--- config.mk ---
export PLATFORM = sky130hd
export DESIGN_NAME = ip_rewrite_table_cfg_init
export DESIGN_NICKNAME = d
export VERILOG_FILES = /design/src/rtl/ip_rewrite_table_cfg_init.sv
export SDC_FILE = /design/constraint.sdc
export NUM_CORES = 1
export LEC_CHECK = 0
export ABC_AREA = 1
export CORE_AREA = 10 10 248 250
export DETAILED_ROUTE_END_ITERATION = 7
export DIE_AREA = 0 0 258 260
export GPL_TIMING_DRIVEN = 0
export PLACE_DENSITY = 0.51
export SKIP_CTS_REPAIR_TIMING = 1
export SLEW_MARGIN = 20
export SYNTH_ARGS = -nofsm -noshare
export SYNTH_HDL_FRONTEND = slang
export SYNTH_SLANG_ARGS = --single-unit
export TNS_END_PERCENT = 5
--- constraint.sdc ---
create_clock -name clk -period 4.8 [get_ports clk]
set_input_delay 0.96 -clock clk [delete_from_list [all_inputs] [get_ports clk]]
set_output_delay 0.96 -clock clk [all_outputs]
set_load 0.03 [all_outputs]
--- src/rtl/ip_rewrite_table_cfg_init.sv ---
// Configuration initiator for the IP rewrite lookup table.
// It takes one local set/clear request, sends it as a two-flit NoC message
// (header + body) to the lookup table controller, and then waits for the
// controller's acknowledgement or gives up after a timeout. Only one request
// is in flight at a time.

`ifndef NOC_DATA_WIDTH
`define NOC_DATA_WIDTH 256
`endif
`ifndef NOC_X_WIDTH
`define NOC_X_WIDTH 8
`endif
`ifndef NOC_Y_WIDTH
`define NOC_Y_WIDTH 8
`endif
`ifndef IP_ADDR_W
`define IP_ADDR_W 32
`endif

package ip_rewrite_cfg_pkg;
  localparam int NOC_W               = `NOC_DATA_WIDTH;
  localparam int X_W                 = `NOC_X_WIDTH;
  localparam int Y_W                 = `NOC_Y_WIDTH;
  localparam int ADDR_W              = `IP_ADDR_W;
  // Flow tuple: source IP, destination IP, source port, destination port.
  localparam int FLOW_LOOKUP_TUPLE_W = 96;
  localparam int MSG_LEN_W           = 8;
  localparam int MSG_TYPE_W          = 8;

  localparam logic [MSG_TYPE_W-1:0] LOOKUP_TABLE_WR   = 8'h0C;
  localparam logic [MSG_TYPE_W-1:0] LOOKUP_TABLE_RESP = 8'h0D;

  // Header is MSB-aligned: dst_x, dst_y, src_x, src_y, msg_len, msg_type.
  localparam int HDR_W        = 2 * X_W + 2 * Y_W + MSG_LEN_W + MSG_TYPE_W;
  localparam int SRC_X_LSB    = NOC_W - 2 * X_W - Y_W;
  localparam int SRC_Y_LSB    = NOC_W - 2 * X_W - 2 * Y_W;
  localparam int MSG_TYPE_LSB = NOC_W - HDR_W;

  // Body is MSB-aligned: {set, tuple, addr}.
  localparam int BODY_W = 1 + FLOW_LOOKUP_TUPLE_W + ADDR_W;

  typedef enum logic [2:0] {
    IDLE,
    HDR,
    BODY,
    WAIT_RESP,
    DONE
  } state_e;
endpackage

module ip_rewrite_table_cfg_init
  import ip_rewrite_cfg_pkg::*;
#(
  parameter int SRC_X          = -1,
  parameter int SRC_Y          = -1,
  parameter int TIMEOUT_CYCLES = 1024
) (
  input  logic                           clk,
  input  logic                           rst,

  input  logic                           req_val,
  output logic                           req_rdy,
  input  logic                           req_set,
  input  logic [FLOW_LOOKUP_TUPLE_W-1:0] req_tuple,
  input  logic [ADDR_W-1:0]              req_addr,
  input  logic [X_W-1:0]                 req_dst_x,
  input  logic [Y_W-1:0]                 req_dst_y,

  output logic                           resp_val,
  output logic                           resp_ok,
  input  logic                           resp_rdy,

  output logic                           cfg_out_noc_val,
  output logic [NOC_W-1:0]               cfg_out_noc_data,
  input  logic                           noc_cfg_out_rdy,

  input  logic                           noc_cfg_in_val,
  input  logic [NOC_W-1:0]               noc_cfg_in_data,
  output logic                           cfg_in_noc_rdy
);

  localparam int CNT_W = $clog2(TIMEOUT_CYCLES) + 1;
  localparam logic [CNT_W-1:0] CNT_LAST = CNT_W'(TIMEOUT_CYCLES - 1);
  localparam logic [X_W-1:0]   SRC_X_F  = X_W'(SRC_X);
  localparam logic [Y_W-1:0]   SRC_Y_F  = Y_W'(SRC_Y);

  state_e                         state;
  logic [CNT_W-1:0]               cnt;
  logic                           set_q;
  logic [FLOW_LOOKUP_TUPLE_W-1:0] tuple_q;
  logic [ADDR_W-1:0]              addr_q;
  logic [X_W-1:0]                 dst_x_q;
  logic [Y_W-1:0]                 dst_y_q;

  logic [X_W-1:0]        rsp_src_x;
  logic [Y_W-1:0]        rsp_src_y;
  logic [MSG_TYPE_W-1:0] rsp_type;
  logic                  match;
  logic                  unused_in_bits;

  function automatic logic [NOC_W-1:0] hdr_flit(input logic [X_W-1:0] dx,
                                                input logic [Y_W-1:0] dy);
    return {dx, dy, SRC_X_F, SRC_Y_F, MSG_LEN_W'(1), LOOKUP_TABLE_WR,
            {(NOC_W - HDR_W){1'b0}}};
  endfunction

  // Responses are always accepted; anything not matching is simply dropped.
  assign cfg_in_noc_rdy = 1'b1;

  // A response matches when it is an ack from the tile the request went to.
  assign rsp_src_x = noc_cfg_in_data[SRC_X_LSB +: X_W];
  assign rsp_src_y = noc_cfg_in_data[SRC_Y_LSB +: Y_W];
  assign rsp_type  = noc_cfg_in_data[MSG_TYPE_LSB +: MSG_TYPE_W];
  assign match     = noc_cfg_in_val && (rsp_type == LOOKUP_TABLE_RESP) &&
                     (rsp_src_x == dst_x_q) && (rsp_src_y == dst_y_q);

  // Destination, length and payload bits of a response carry nothing we need.
  assign unused_in_bits = ^{noc_cfg_in_data[NOC_W-1 -: X_W + Y_W],
                            noc_cfg_in_data[MSG_TYPE_LSB + MSG_TYPE_W +: MSG_LEN_W],
                            noc_cfg_in_data[MSG_TYPE_LSB-1:0]};

  // Request FSM; every output is registered and changes only on a state move.
  // NOTE: sequential state uses non-blocking assignments so every register
  // samples pre-edge values and updates together at the clock edge.
  always_ff @(posedge clk) begin
    if (!rst) begin
      state            <= IDLE;
      cnt              <= '0;
      set_q            <= 1'b0;
      tuple_q          <= '0;
      addr_q           <= '0;
      dst_x_q          <= '0;
      dst_y_q          <= '0;
      req_rdy          <= 1'b1;
      resp_val         <= 1'b0;
      resp_ok          <= 1'b0;
      cfg_out_noc_val  <= 1'b0;
      cfg_out_noc_data <= '0;
    end else begin
      case (state)
        IDLE: begin
          // req_rdy is high exactly in IDLE, so req_val alone is the handshake.
          if (req_val) begin
            set_q            <= req_set;
            tuple_q          <= req_tuple;
            addr_q           <= req_addr;
            dst_x_q          <= req_dst_x;
            dst_y_q          <= req_dst_y;
            req_rdy          <= 1'b0;
            cfg_out_noc_val  <= 1'b1;
            cfg_out_noc_data <= hdr_flit(req_dst_x, req_dst_y);
            state            <= HDR;
          end
        end
        HDR: begin
          if (noc_cfg_out_rdy) begin
            cfg_out_noc_data <= {set_q, tuple_q, addr_q, {(NOC_W - BODY_W){1'b0}}};
            state            <= BODY;
          end
        end
        BODY: begin
          if (noc_cfg_out_rdy) begin
            cfg_out_noc_val  <= 1'b0;
            cfg_out_noc_data <= '0;
            cnt              <= '0;
            state            <= WAIT_RESP;
          end
        end
        WAIT_RESP: begin
          // A match on the last counted cycle still wins over the timeout.
          if (match) begin
            resp_val <= 1'b1;
            resp_ok  <= 1'b1;
            state    <= DONE;
          end else if (cnt == CNT_LAST) begin
            resp_val <= 1'b1;
            resp_ok  <= 1'b0;
            state    <= DONE;
          end else begin
            cnt <= cnt + 1'b1;
          end
        end
        DONE: begin
          if (resp_rdy) begin
            resp_val <= 1'b0;
            resp_ok  <= 1'b0;
            req_rdy  <= 1'b1;
            state    <= IDLE;
          end
        end
        default: state <= IDLE;
      endcase
    end
  end

endmodule

==> flow_summary_export.csv <==
group,metric,value,unit
critical_path,worstPathRequired,3.84,ns
cells_and_area,area_growth,45.2,%
timing,slew_headroom,37.3,%
critical_path,worstRegToRegCells,7,
clock_network,clock_latency,0.54,ns
critical_path,worst-r2r-setup-slack,2.59,ns
drt,route.detailed.drc,0,
cells_and_area,drive_above_1_share,10.7,%
critical_path,startpoint,"cfg_out_noc_data[222]",
die,die-height,260,microns
die,start_util,22.4,%
pwr,ir_worst_vdd,0.000179,V
drt,drt_iter0_drc,602,
pwr,power.density,527,nW/um^2
clock_network,clockRootBuffer,"clkbuf_16",
drt,firstDrtPassIters,5,
logic_synthesis,synth_cells,1651,
die,io_pins,668,
critical_path,cp-endpoint,"cfg_out_noc_data[222]",
logic_synthesis,ys_async_sr_fraction,0,%
clock_network,clkTransAtPathRegs,0.06,ns
min_path,hold_path.class,"reg2reg",
global_route,overflow,0,
clock_network,h-tree-depth,2,
clock_network,cts_tree,"done",
timing,min_period_over_period,55.3,%
timing,hold_violations,0,
logic_synthesis,synth.cell_area,12600,sq um
clock_network,cts.sinks,292,
drt,wl_per_cell,17.2,microns
global_route,antenna_found_initial,13,
drt,dr_total_vias,12200,
pwr,p_leak,7.06,nW
critical_path,start_kind,"flop",
clock_network,clk_path_buf_depth,3,
critical_path,r2r_end,"cfg_out_noc_data[203]",
critical_path,cp_slowest_cell,"clkdlybuf4s50_1",
placed_design,portBuffers,306,
die,rows,87,
logic_synthesis,yosysWarnings,0,
logic_synthesis,synthFlopType,"dfxtp_1",
placed_design,place_ws,1.55,ns
global_route,grt_usage,14.1,%
timing,max_freq,377,MHz
critical_path,worstPathMaxFanout,2,
timing,worst_slack,2.15,ns
die,dieArea,67100,sq um
placed_design,dp_hpwl,38.6,mm
run_status,run_status,"finished clean",
timing,finalMaxSlewViolations,0,
clock_network,cts_buffers,36,
die,core_area,56300,sq um
global_route,grt_pass1_wl,72.9,mm
critical_path,crit_type,"reg2out",
timing,tns,0,ns
critical_path,crit_chain,"clkdlybuf4s50_1",
critical_path,path_depth,1,
timing,clock_skew,0.0263,ns
global_route,grt_pass1_vias,11900,
logic_synthesis,synth.distinct_cells,30,
cells_and_area,nNetsFinal,2529,
pwr,fin_total_pwr,9.62,mW
die,die_x,258,microns
critical_path,timing.rr.start,"state[1]",
logic_synthesis,synth_edf_count,0,
global_route,grt_max_degree,14,
drt,via_per_inst,4.20,
timing,finalCriticalPeriod,2.65,ns
critical_path,crit_path_max_incr_delay,0.82,ns
cells_and_area,nFillCells,6070,
drt,antenna_left,0,
logic_synthesis,ys_ff_latch,292,
logic_synthesis,syn_area_per_cell,7.62,sq um
timing,worst_pin_slew,0.941,ns
flow_run,maxCapViolCount,0,
critical_path,cp.arrival,1.69,ns
timing,rsz0062_at_grt,"no",
cells_and_area,final_core_util,32.4,%
placed_design,gp_congestion,0.865,
timing,setup_viol_count_final,0,
critical_path,worst-path-buf-inv,1,
drt,drt_wl_total,49.8,mm
logic_synthesis,synth_seq_area_share,46.5,%
critical_path,endpoint_kind,"output port",
critical_path,cp_top_family,"buffers and inverters",
==> layer usage <==
layer	up-vias	track usage [%]	part of all wire [%]
met1	5627	17.4	44
li1	6066	-	-
met4	18	3.46	1.8
met2	409	22.5	45
met3	69	5.54	9.3
met5	-	0	0.25
==> power by group <==
part | switching, mW | total [mW] | internal (mW) | leakage, nW
sequential | 0.219 | 3.10 | 2.88 | 2.39
clock | 1.11 | 2.77 | 1.65 | 0.583
combinational | 2.46 | 3.75 | 1.29 | 4.09
total | 3.79 | 9.62 | 5.83 | 7.06
==> sequential cells by signal, summed over array words and instances (netlist names) <==
name / count
cnt: 11
cfg_out_noc_val: 1
resp_val: 1
state: 3
resp_ok: 1
tuple_q: 96
cfg_out_noc_data: 129
dst_x_q: 8
req_rdy: 1
set_q: 1
dst_y_q: 8
addr_q: 32
==> worst min-delay path by stage <==
stage,startpoint,endpoint,slack (ns),depth (start not counted)
finish,cfg_out_noc_data[241],cfg_out_noc_data[241],0.44,2
global route,cfg_out_noc_data[253],cfg_out_noc_data[253],0.46,2
CTS,cfg_out_noc_data[245],cfg_out_noc_data[245],0.45,2
detailed placement,cfg_out_noc_data[245],cfg_out_noc_data[245],0.44,2
global placement,tuple_q[91],tuple_q[91],0.43,2
floorplan,set_q,set_q,0.42,2
==> cell type report <==
class,instances,area (sq um),share of cell area [%]
clock inverter,14,179,0.980
timing repair buffer,306,3060,16.8
sequential,292,5850,32.0
inverter,121,454,2.49
tap,756,946,5.18
clock buffer,47,1010,5.54
buffer,240,1450,7.95
antenna,4,10.0,0.0548
multi-input combinational,1124,5300,29.0
==> synthesized netlist by cell type (all sizes together), types with 3 or more instances <==
library cell,instances,share of area (%)
clkbuf,65,1.9
a21oi,292,12
nand3,42,1.8
dfxtp,292,46
xor2,3,0.21
nor3,6,0.28
nor2,44,1.5
o21ai,121,4.8
buf,175,9.6
nand4,11,0.55
inv,121,3.6
nand3b,94,5.6
nand2,373,11
==> stage by stage <==
step,hold WS (ns),cell area (sq um),cells
6_report,0.444,18300,2904
5_1_grt,0.458,18300,2900
3_5_place_dp,0.439,17100,2839
4_1_cts,0.448,18300,2900
3_3_place_gp,0.435,17100,2839
2_1_floorplan,0.425,13100,1777
==> placed cells by master (no fill, tap or decap), types with 2 or more instances in the layout <==
master           count
clkinv_2             4
clkbuf_1            69
nor3_1               5
buf_6                2
clkdlybuf4s50_1    306
nand3b_1            94
a21oi_1            292
dfxtp_1            292
xnor2_1              2
clkinvlp_4           2
clkinv_4             2
o21ai_0            121
nand4_1             11
nand3_1             38
nand3_2              4
conb_1             128
nor3b_1              2
inv_2                2
buf_1               12
buf_4              134
xor2_1               3
clkbuf_16           36
clkbuf_8             7
bufinv_16            3
nand2_1            373
buf_2               27
nor2_1              42
inv_1              119
diode_2              4
==> kinds of logic (layout without fill, tap and decap cells) <==
logic type	Yosys count	count (layout)	share of synthesized area, %
XOR/XNOR	5	5	0.348
buffers and inverters	361	728	15.2
flip-flops	292	292	46.5
AND/OR/NAND/NOR	573	573	21.0
other	2	132	0.0597
adder cells (fa/ha/maj)	1	1	0.0995
AO/OA/AOI/OAI	417	417	16.8
(Power assumes the default switching activity.)
